<file path="src/rtl/flag_sync_multi.sv">
// Multi-channel event synchroniser: flop chain, edge detect, pulse plus sticky pending/overrun.
// Optional per-channel saturating event counters are built when FLAG_SYNC_COUNT_EN is defined.
module flag_sync_multi #(
  parameter int CHANNELS    = 8,
  parameter int SYNC_STAGES = 2,
  parameter int EDGE_MODE   = 0,
  parameter int CNT_W       = 4
) (
  input  logic                      clk,
  input  logic                      reset_n,
  input  logic [CHANNELS-1:0]       async_i,
  input  logic [CHANNELS-1:0]       ack_i,
  output logic [CHANNELS-1:0]       pulse_o,
  output logic [CHANNELS-1:0]       pending_o,
  output logic [CHANNELS-1:0]       overrun_o,
  output logic                      ready_o,
  output logic [CHANNELS*CNT_W-1:0] count_o
);

  localparam logic [2:0] PRIME_LAST = 3'(SYNC_STAGES);

  logic [SYNC_STAGES-1:0][CHANNELS-1:0] sync_r;
  logic [CHANNELS-1:0] sync_last_s;
  logic [CHANNELS-1:0] hist_r;
  logic [CHANNELS-1:0] ev_s;
  logic [CHANNELS-1:0] pulse_r;
  logic [CHANNELS-1:0] pending_r;
  logic [CHANNELS-1:0] overrun_r;
  logic [CHANNELS-1:0] pending_nxt_s;
  logic [CHANNELS-1:0] overrun_nxt_s;
  logic [2:0]          prime_cnt_r;
  logic                ready_r;

  assign sync_last_s = sync_r[SYNC_STAGES-1];

  // synchroniser chain and edge-detect history
  always_ff @(posedge clk or negedge reset_n) begin
    if (!reset_n) begin
      sync_r <= '0;
      hist_r <= {CHANNELS{1'b0}};
    end else begin
      sync_r <= {sync_r[SYNC_STAGES-2:0], async_i};
      hist_r <= sync_last_s;
    end
  end

  // prime window: lets hist catch up with input levels present at reset release
  always_ff @(posedge clk or negedge reset_n) begin
    if (!reset_n) begin
      prime_cnt_r <= 3'd0;
      ready_r     <= 1'b0;
    end else if (!ready_r) begin
      prime_cnt_r <= prime_cnt_r + 3'd1;
      ready_r     <= (prime_cnt_r == PRIME_LAST);
    end else begin
      prime_cnt_r <= prime_cnt_r;
      ready_r     <= 1'b1;
    end
  end

  // event detection, masked during the prime window
  always_comb begin
    ev_s = {CHANNELS{1'b0}};
    if (!ready_r) begin
      ev_s = {CHANNELS{1'b0}};
    end else if (EDGE_MODE == 0) begin
      ev_s = sync_last_s ^ hist_r;
    end else begin
      ev_s = sync_last_s & ~hist_r;
    end
  end

  // handshake next-state: a new event wins over a coincident ack
  always_comb begin
    pending_nxt_s = ev_s | (pending_r & ~ack_i);
    overrun_nxt_s = (ev_s & pending_r & ~ack_i) | (overrun_r & ~ack_i);
  end

  // registered strobe and sticky flags
  always_ff @(posedge clk or negedge reset_n) begin
    if (!reset_n) begin
      pulse_r   <= {CHANNELS{1'b0}};
      pending_r <= {CHANNELS{1'b0}};
      overrun_r <= {CHANNELS{1'b0}};
    end else begin
      pulse_r   <= ev_s;
      pending_r <= pending_nxt_s;
      overrun_r <= overrun_nxt_s;
    end
  end

  assign pulse_o   = pulse_r;
  assign pending_o = pending_r;
  assign overrun_o = overrun_r;
  assign ready_o   = ready_r;

`ifdef FLAG_SYNC_COUNT_EN
  localparam logic [CNT_W-1:0] CNT_MAX = {CNT_W{1'b1}};

  logic [CHANNELS-1:0][CNT_W-1:0] cnt_r;
  logic [CHANNELS-1:0][CNT_W-1:0] cnt_nxt_s;

  // saturating per-channel counters; ack restarts from the coincident event, if any
  always_comb begin
    cnt_nxt_s = cnt_r;
    for (int i = 0; i < CHANNELS; i++) begin
      if (ack_i[i]) begin
        cnt_nxt_s[i] = ev_s[i] ? CNT_W'(1) : CNT_W'(0);
      end else if (ev_s[i] && (cnt_r[i] != CNT_MAX)) begin
        cnt_nxt_s[i] = cnt_r[i] + CNT_W'(1);
      end else begin
        cnt_nxt_s[i] = cnt_r[i];
      end
    end
  end

  // counter register
  always_ff @(posedge clk or negedge reset_n) begin
    if (!reset_n) begin
      cnt_r <= '0;
    end else begin
      cnt_r <= cnt_nxt_s;
    end
  end

  assign count_o = cnt_r;
`else
  assign count_o = {(CHANNELS*CNT_W){1'b0}};
`endif

endmodule

</file>
<file path="config.mk">
export PLATFORM = sky130hd
export DESIGN_NAME = flag_sync_multi
export DESIGN_NICKNAME = d
export VERILOG_FILES = /design/src/rtl/flag_sync_multi.sv
export SDC_FILE = /design/constraint.sdc
export NUM_CORES = 1
export LEC_CHECK = 0
export BUFFER_PORTS_ARGS = -buffer_cell sky130_fd_sc_hd__buf_2
export CORE_MARGIN = 2
export CORE_UTILIZATION = 30
export DETAILED_ROUTE_END_ITERATION = 12
export SLEW_MARGIN = 20
export SYNTH_ARGS = -nofsm -noshare
export SYNTH_HDL_FRONTEND = slang
export SYNTH_SLANG_ARGS = --single-unit
</file>
<file path="constraint.sdc">
create_clock -name clk -period 1.1 [get_ports clk]
set_clock_uncertainty 0.15 [all_clocks]
set_input_delay 0.11 -clock clk [delete_from_list [all_inputs] [get_ports clk]]
set_output_delay 0.11 -clock clk [all_outputs]
set_load 0.02 [all_outputs]
</file>
==> impl_metrics.toml, run 1 <==
[status]
outcome = "finished with violations"
violations = "setup timing"

[placed_design]
placed_area_sq_um = 2222
dp_hpwl_microns = 2200
dp_slack_ns = -0.09397
io_buffers = 42
placed_cells = 268
gp_congestion = 0.6847

[flow_run]
maxCapViolCount = 0

[sta]
final_hold_viol_count = 0
hold_ws_ns = 0.1713
tns_ns = -0.9223
post-route-period-util_pct = 112.1
fmax_mhz = 810.7
final_max_slew_viol_count = 0
rsz0062_at_grt = "true"
final.min_clock_period_ns = 1.234
final.setup.worst_slack_ns = -0.1335
setup_violations = 27

[critical_path]
arrival_ns = 1.28
crit_fanout = 10
r2r_slack_ns = -0.13
worstSetupPathType = "reg2reg"
start_kind = "register"
r2r.worst_path.cells = 3
crit_chain = "inv_2 > buf_12 > o41ai_4"
required_ns = 1.14
r2r_start = "ready_o$_DFF_PN0_"
slowest_delay_ns = 0.38
timing.rr.end = "overrun_o[4]$_DFF_PN0_"
crit_start = "ready_o$_DFF_PN0_"
cp-end-kind = "register"
cp_slowest_cell = "dfrtp_2"

[synth]
synth-simple-area-share_pct = 4.641
synth_seq_cells = 52
synth_adder_area_share_pct = 1.271
syn_inst = 146
synth_area_per_cell_sq_um = 13.48
ys_warn_count = 0
synth_flop_cell = "dfrtp_1"
synth_edf_count = 0
synth_most_common_cell = "dfrtp_1"
synth_xor_area_share_pct = 4.450
syn_area_sq_um = 1968
synth_top_cell_area_share_pct = 66.12
ys_seq_area_share_pct = 66.12
synth_top_family_by_area = "buffers and inverters"
synth.area.top_cells = "dfrtp_1 (66%), buf_4 (12%), xnor2_1 (4.5%)"
yosys.area.top_type = "dfrtp_1"
ys_types = 18
async_flop_share_pct = 100.0
synth-compound-area-share_pct = 8.264
synthMuxAreaShare_pct = 0
yosys-top-cells-count = "dfrtp_1 (52), buf_4 (32), inv_1 (10), xnor2_1 (10)"

[power]
power.clock.fraction_pct = 27.2
power_mw = 4.054
internal-power_mw = 2.939
power_frac_seq_pct = 53.1
power_frac_comb_pct = 19.7
power_leakage_nw = 1.349
powerDensity_nw_per_um2 = 1475
peakVddDrop_mv = 0.7358
p_sw_mw = 1.115
switching_share_pct = 27.50

[layout]
multi_input_area_sq_um = 545.5
drive_gt1_share_pct = 33.78
fillers = 583
syn2layout_area_growth_pct = 39.67
seq_area_sq_um = 1303
instances_no_fill = 299
diodes = 0
final_area_sq_um = 2749
post-route-util_pct = 43.29
finalNetCount = 241

[clock_tree]
numCtsBuffers = 5
cts.clk_slew.worst_paths_ns = 0.09
h-tree-depth = 2
clock_latency_ns = 0.29
cts_root_buf = "clkbuf_8"
tritoncts = "done"
clock_path_buffers = 2
clock_sinks = 52

[floorplan]
die_h_microns = 85.00
start_util_pct = 31.00
dieArea_sq_um = 7224
core-area_sq_um = 6350
io_pins = 75
core.rowCount = 29
die_w_microns = 85.00

[grt]
grt_first_pass_wirelength_microns = 5133
overflow = 0
antenna_found_initial = 0
grt_pass1_vias = 1146
grt_max_degree = 53
grt_usage_pct = 9.244

[hold_path]
holdCritPathClass = "in2async"

[route]
vias = 1167
drt_pass1_iterations = 4
vias_per_cell = 3.903
drc = 0
drtIter0Drc = 44
wl_per_cell_microns = 10.84
drtAntennaViolNets = 0
totalWireLength_microns = 3241
-- metal layers --
| metal | vias to the layer above | GRT usage, % | share of wire, % |
|---|---|---|---|
| met4 | 0 | 4.329 | 2.2 |
| met1 | 558 | 9.900 | 38 |
| met3 | 7 | 3.891 | 6.8 |
| li1 | 560 | - | - |
| met2 | 42 | 15.77 | 53 |
| met5 | - | 0 | 0 |
-- worst max path at each step --
stage	end	slack, ns
final	overrun_o[4]$_DFF_PN0_	-0.13
after global routing	overrun_o[4]$_DFF_PN0_	-0.17
after CTS	ready_o	-0.14
after detailed placement	overrun_o[4]$_DFF_PN0_	-0.09
after global placement	overrun_o[7]$_DFF_PN0_	-0.006
after floorplan	overrun_o[3]$_DFF_PN0_	-0.07
-- state kept, by name, summed over array words and instances (netlist names) --
signal / cells
prime_cnt_r: 3
ready_o: 1
pending_o: 8
sync_r: 8
hist_r: 8
overrun_o: 8
pulse_o: 8
sync_last_s: 8
-- critical path: cells and delay by family, from the launching register on --
family                 cells  cell delay (ns)
AO/OA/AOI/OAI              1             0.31
buffers and inverters      2             0.29
flip-flops                 1             0.38
-- kinds of logic after synthesis --
group,after synthesis
buffers and inverters,45
other,1
XOR/XNOR,10
flip-flops,52
adder cells (fa/ha/maj),2
AND/OR/NAND/NOR,18
AO/OA/AOI/OAI,18
-- placed cells by master (no fill, tap or decap), drive strengths merged --
cell,instances
dlygate4sd3,17
clkbuf,6
clkinvlp,2
o21ai,1
inv,11
xnor2,10
ha,2
conb,32
nand2b,8
dfrtp,52
o41ai,8
a21o,1
o22ai,8
nand2,1
buf,54
and2b,1
nor2,8
-- power by group through the flow --
stage	clock, mW	sequential [mW]	combinational, mW
2_1_floorplan	0	2.29	0.319
3_3_place_gp	0	2.16	0.583
3_5_place_dp	0	2.17	0.589
4_1_cts	1.17	2.15	0.760
5_1_grt	1.25	2.17	0.855
6_report	1.10	2.15	0.799
-- cell type report --
cell class | instances | area share, %
well taps | 77 | 3.505
flip-flops and latches | 52 | 47.38
clock inverters | 2 | 0.5462
repair buffers | 71 | 24.21
inverters | 11 | 1.502
clock buffers | 6 | 3.004
multi-input cells | 80 | 19.85
-- what timing repair did --
item	4_1_cts	5_1_grt
buffers inserted	4	2
endpoints found under the setup margin	33	52
gates cloned	0	0
hold buffers	17	0
pin swaps	0	1
hold endpoints to repair	76	0
gates resized for setup	42	16
No activity file was read; power rests on OpenSTA's default activity.
==> run 2: changes to the inputs <==
CTS_BUF_LIST = sky130_fd_sc_hd__clkbuf_4   (was unset)
SLEW_MARGIN = 0   (was 20)
clock period = 1.2 ns   (was 1.1 ns; I/O delays follow)
==> run 2 against run 1 <==
The flow still finishes with violations (setup timing). Global-route usage fell by 0.17 points. First-iteration DRC count increased by 27%. Clock power down 28%. Routed wire length shrank 3.7%. Die area stayed put. Count of clock-buffer cells in the layout is 1 lower.
==> impl_metrics.toml, run 2 (synthesis results as in run 1) <==
[placed_design]
dp_hpwl_microns = 1923
gp_congestion = 0.6565
io_buffers = 42

[floorplan]
start_util_pct = 31.00
die_h_microns = 85.00
dieArea_sq_um = 7224
core.rowCount = 29
die_w_microns = 85.00
io_pins = 75
core-area_sq_um = 6350

[route]
drt_pass1_iterations = 4
drtAntennaViolNets = 0
vias = 1161
totalWireLength_microns = 3120
drtIter0Drc = 56
vias_per_cell = 3.883
wl_per_cell_microns = 10.43
drc = 0

[clock_tree]
clock_latency_ns = 0.35
numCtsBuffers = 5
cts.clk_slew.worst_paths_ns = 0.15
tritoncts = "done"
clock_sinks = 52
h-tree-depth = 2
cts_root_buf = "clkbuf_4"
clock_path_buffers = 2

[critical_path]
start_kind = "register"
slowest_delay_ns = 0.43
required_ns = 0.93
crit_fanout = 2
crit_path_frequent_cell = "buf_6"
worstSetupPathType = "reg2out"
crit_family = "flip-flops"
crit_chain = "buf_6 > buf_6"
cp_slowest_cell = "dfrtp_2"
crit_buf_inv = 2
cp-end-kind = "primary output"
arrival_ns = 1.01

[grt]
met2_usage_pct = 15.20
antenna_found_initial = 0
grt_first_pass_wirelength_microns = 5181
gr-max-usage-layer = "met2"
met1_usage_pct = 10.93
grt_usage_pct = 9.070
grt_pass1_vias = 1160
overflow = 0
gr-usage-met3_pct = 3.113
grt_max_degree = 53

[sta]
hold_ws_ns = 0.1070
final_hold_viol_count = 0
final.setup.worst_slack_ns = -0.07901
post-route-period-util_pct = 106.6
final_max_slew_viol_count = 0
final.min_clock_period_ns = 1.279
setup_violations = 1
rsz0062_at_grt = "true"
fmax_mhz = 781.9

[flow_run]
maxCapViolCount = 0

[layout]
fillers = 595
post-route-util_pct = 43.92
final_common_cell = "dfrtp_1"
diodes = 0
syn2layout_area_growth_pct = 41.70
drive_gt1_share_pct = 35.14
final_cell_mix = "dfrtp_1 (51), conb_1 (32), buf_6 (26)"
multi_input_area_sq_um = 629.4
finalNetCount = 241
seq_area_sq_um = 1303

[power]
powerDensity_nw_per_um2 = 1279
power_leakage_nw = 1.373
peakVddDrop_mv = 0.5304

[status]
outcome = "finished with violations"
violations = "setup timing"

[hold_path]
holdCritPathClass = "in2async"
run 2: cell types whose count changed in the layout (fill, tap and decap cells not counted), sizes merged:
cell	change
clkinv	+2
clkinvlp	-2
clkbuf	-1
inv	+1
run 2: area by class of cell:
cell class | count | area share (%)
clock buffer | 5 | 1.346
timing repair buffer | 71 | 23.51
multi-input combinational | 80 | 22.57
inverter | 11 | 1.480
tap | 77 | 3.454
sequential | 52 | 46.70
clock inverter | 3 | 0.9421
run 2: final timing paths:
path                                                   end  depth (start not counted)  slack (ns)                start
worst max register to register  prime_cnt_r[2]$_DFFE_PN0N_                          4        0.01    ready_o$_DFF_PN0_
worst max-delay path                               ready_o                          2       -0.08    ready_o$_DFF_PN0_
worst min register to register    sync_last_s[7]$_DFF_PN0_                          0        0.22  sync_r[7]$_DFF_PN0_
max in group asynchronous                ready_o$_DFF_PN0_                          3        0.53              reset_n
worst min-delay path                overrun_o[0]$_DFF_PN0_                          3        0.11              reset_n
min in group clk                  sync_last_s[7]$_DFF_PN0_                          0        0.22  sync_r[7]$_DFF_PN0_
run 2: power by group:
group | switching (mW) | internal (mW) | total [mW]
registers | 0.0863 | 1.89 | 1.97
logic | 0.414 | 0.381 | 0.795
clock network | 0.553 | 0.245 | 0.797
run 2: what timing repair did:
item	in CTS	in global routing
endpoints found under the hold margin	76	0
buffers inserted	4	5
hold buffers	17	0
gates cloned	0	0
resized for setup	51	16
endpoints found under the setup margin	26	35
pin swaps	5	0
run 2: worst min-delay path, cell delays in order:
cell and delay (ns):
dlygate4sd3_1 0.51, buf_2 0.12, buf_12 0.26
run 2: metrics by stage:
step           area (sq um)  instances  power, mW  TNS [ns]  worst slack (ns)
2_1_floorplan          2087        177      2.391  -0.02938          -0.02938
3_3_place_gp           2185        265      2.505         0           0.07665
3_5_place_dp           2185        265      2.515         0          0.003911
4_1_cts                2626        294      3.553   -0.4600           -0.1204
5_1_grt                2789        299      3.797    -1.617           -0.1429
6_report               2789        299      3.566  -0.07901          -0.07901
run 2: routing by layer:
metal  vias up  wire [microns]
met1       554            1249
li1        559               -
met2        46            1625
met5         -               0
met4         0              25
met3         2             220
==> run 3: changes to the inputs <==
CORE_UTILIZATION = 50   (was 30)
CTS_CLUSTER_SIZE = 20   (was unset)
GPL_TIMING_DRIVEN = 0   (was unset)
PLACE_DENSITY = 0.81   (was unset)
==> run 3 against run 2 <==
The run ends with hold timing, setup timing left. Routed wire length rose by 26%. Clock power rose by 15%. Via count rose by 14%. Global-route usage rose by 9.1 points. Combinational power rose by 6.3%. Sequential cell count did not move. Sequential power barely moved. Register-to-register slack got worse by 0.04 ns. Die area fell by 38%. Hold slack got worse by 0.30 ns. Sequential share of layout area fell by 1.5 points. Cell area rose by 3.2%. Largest cell class unchanged.
==> impl_metrics.toml, run 3 (synthesis results as in run 1) <==
[floorplan]
dieArea_sq_um = 4454
die_h_microns = 66.74
core-area_sq_um = 3716
core.rowCount = 22
io_pins = 75
die_w_microns = 66.74
start_util_pct = 52.96

[layout]
drive_gt1_share_pct = 40.55
syn2layout_area_growth_pct = 46.28
finalNetCount = 273
diodes = 0
final_common_cell = "dfrtp_1"
final_cell_mix = "dfrtp_1 (51), buf_4 (43), conb_1 (32)"

[power]
switching_share_pct = 26.83
power_frac_comb_pct = 22.6
power.clock.fraction_pct = 24.6
powerDensity_nw_per_um2 = 1300
power_frac_seq_pct = 52.8
peakVddDrop_mv = 1.138
internal-power_mw = 2.738
power_mw = 3.741
p_sw_mw = 1.004
power_leakage_nw = 1.501

[route]
wl_per_cell_microns = 13.03
drtIter0Drc = 38
drt_pass1_iterations = 4
vias = 1327
drc = 0
totalWireLength_microns = 3936
vias_per_cell = 4.394
drtAntennaViolNets = 0

[sta]
worst_pin_slew_ns = 1.085
slew_headroom_pct = 27.68
setup_violations = 2
rsz0062_at_grt = "true"
hold_ws_ns = -0.1967
final.min_clock_period_ns = 1.226
fmax_mhz = 815.6
final.setup.worst_slack_ns = -0.02612
final_hold_viol_count = 52
post-route-period-util_pct = 102.2
final_max_slew_viol_count = 0

[grt]
grt_max_degree = 53
antenna_found_initial = 0
overflow = 0
grt_usage_pct = 18.17
grt_pass1_vias = 1351
grt_first_pass_wirelength_microns = 5796

[status]
outcome = "finished with violations"
violations = "hold timing, setup timing"

[hold_path]
holdCritPathClass = "in2async"

[clock_tree]
clock_path_buffers = 2
clock_latency_ns = 0.35
h-tree-depth = 2
cts.clk_slew.worst_paths_ns = 0.13
hold_buffers = 16
tritoncts = "done"
cts_root_buf = "clkbuf_4"
numCtsBuffers = 5
clock_sinks = 52

[flow_run]
maxCapViolCount = 0

[critical_path]
required_ns = 1.32
worstSetupPathType = "reg2reg"
r2r.worst_path.cells = 3
r2r_start = "ready_o$_DFF_PN0_"
start_kind = "register"
arrival_ns = 1.34
r2r_slack_ns = -0.03
crit_fanout = 10
timing.rr.end = "overrun_o[3]$_DFF_PN0_"
cp-end-kind = "register"

[placed_design]
io_buffers = 42
gp_congestion = 0.7114
dp_hpwl_microns = 2102
[run 3: what timing repair did]
item | in CTS | in global routing
setup endpoints to repair | 30 | 33
hold endpoints to repair | 76 | 52
pin swaps | 0 | 0
resized for setup | 32 | 25
buffers inserted | 5 | 6
[run 3: power by group through the flow]
stage          clock network [mW]  logic (mW)  registers, mW
2_1_floorplan                   0       0.292           2.10
5_1_grt                      1.06       0.906           1.99
3_5_place_dp                    0       0.600           1.98
3_3_place_gp                    0       0.594           1.97
6_report                    0.920       0.845           1.98
4_1_cts                     0.964       0.734           1.96
[run 3: worst max-delay path, cell delays in order, from the launching register on]
cell,delay (ns)
dfrtp_2,0.42
inv_2,0.09
buf_8,0.16
o41ai_4,0.32
[run 3: worst max-delay path by stage]
stage	from	to	cells past startpoint
floorplan	ready_o$_DFF_PN0_	overrun_o[3]$_DFF_PN0_	3
global placement	reset_n	ready_o$_DFF_PN0_	1
detailed placement	reset_n	ready_o$_DFF_PN0_	1
CTS	ready_o$_DFF_PN0_	ready_o	1
global route	ready_o$_DFF_PN0_	ready_o	1
finish	ready_o$_DFF_PN0_	overrun_o[3]$_DFF_PN0_	3
[run 3: layer usage]
| layer | global-route usage, % | routed length [microns] | vias to the layer above |
|---|---|---|---|
| li1 | - | - | 623 |
| met1 | 18.42 | 1423 | 639 |
| met2 | 33.63 | 2156 | 55 |
| met3 | 4.392 | 264 | 10 |
| met4 | 10.20 | 91 | 0 |
| met5 | 0 | 0 | - |
[run 3: through the flow]
stage	std cells	area, sq um	setup WS, ns	TNS (ns)	utilization [%]
after floorplan	177	2087	-0.02938	-0.02938	-
after global placement	267	2357	-0.1187	-2.013	63.43
after detailed placement	267	2357	-0.1202	-1.945	63.43
after CTS	296	2730	-0.04101	-0.1343	73.47
after global routing	302	2879	-0.06359	-1.118	77.47
final	302	2879	-0.02612	-0.03580	77.47
[run 3: area by class of cell]
type | count | area (sq um)
sequential | 52 | 1303
fill | 229 | 837.1
timing repair buffer | 69 | 609.3
multi-input combinational | 80 | 528.0
buffer | 34 | 262.8
tap | 48 | 60.06
inverter | 11 | 41.29
clock buffer | 5 | 37.54
clock inverter | 3 | 37.54
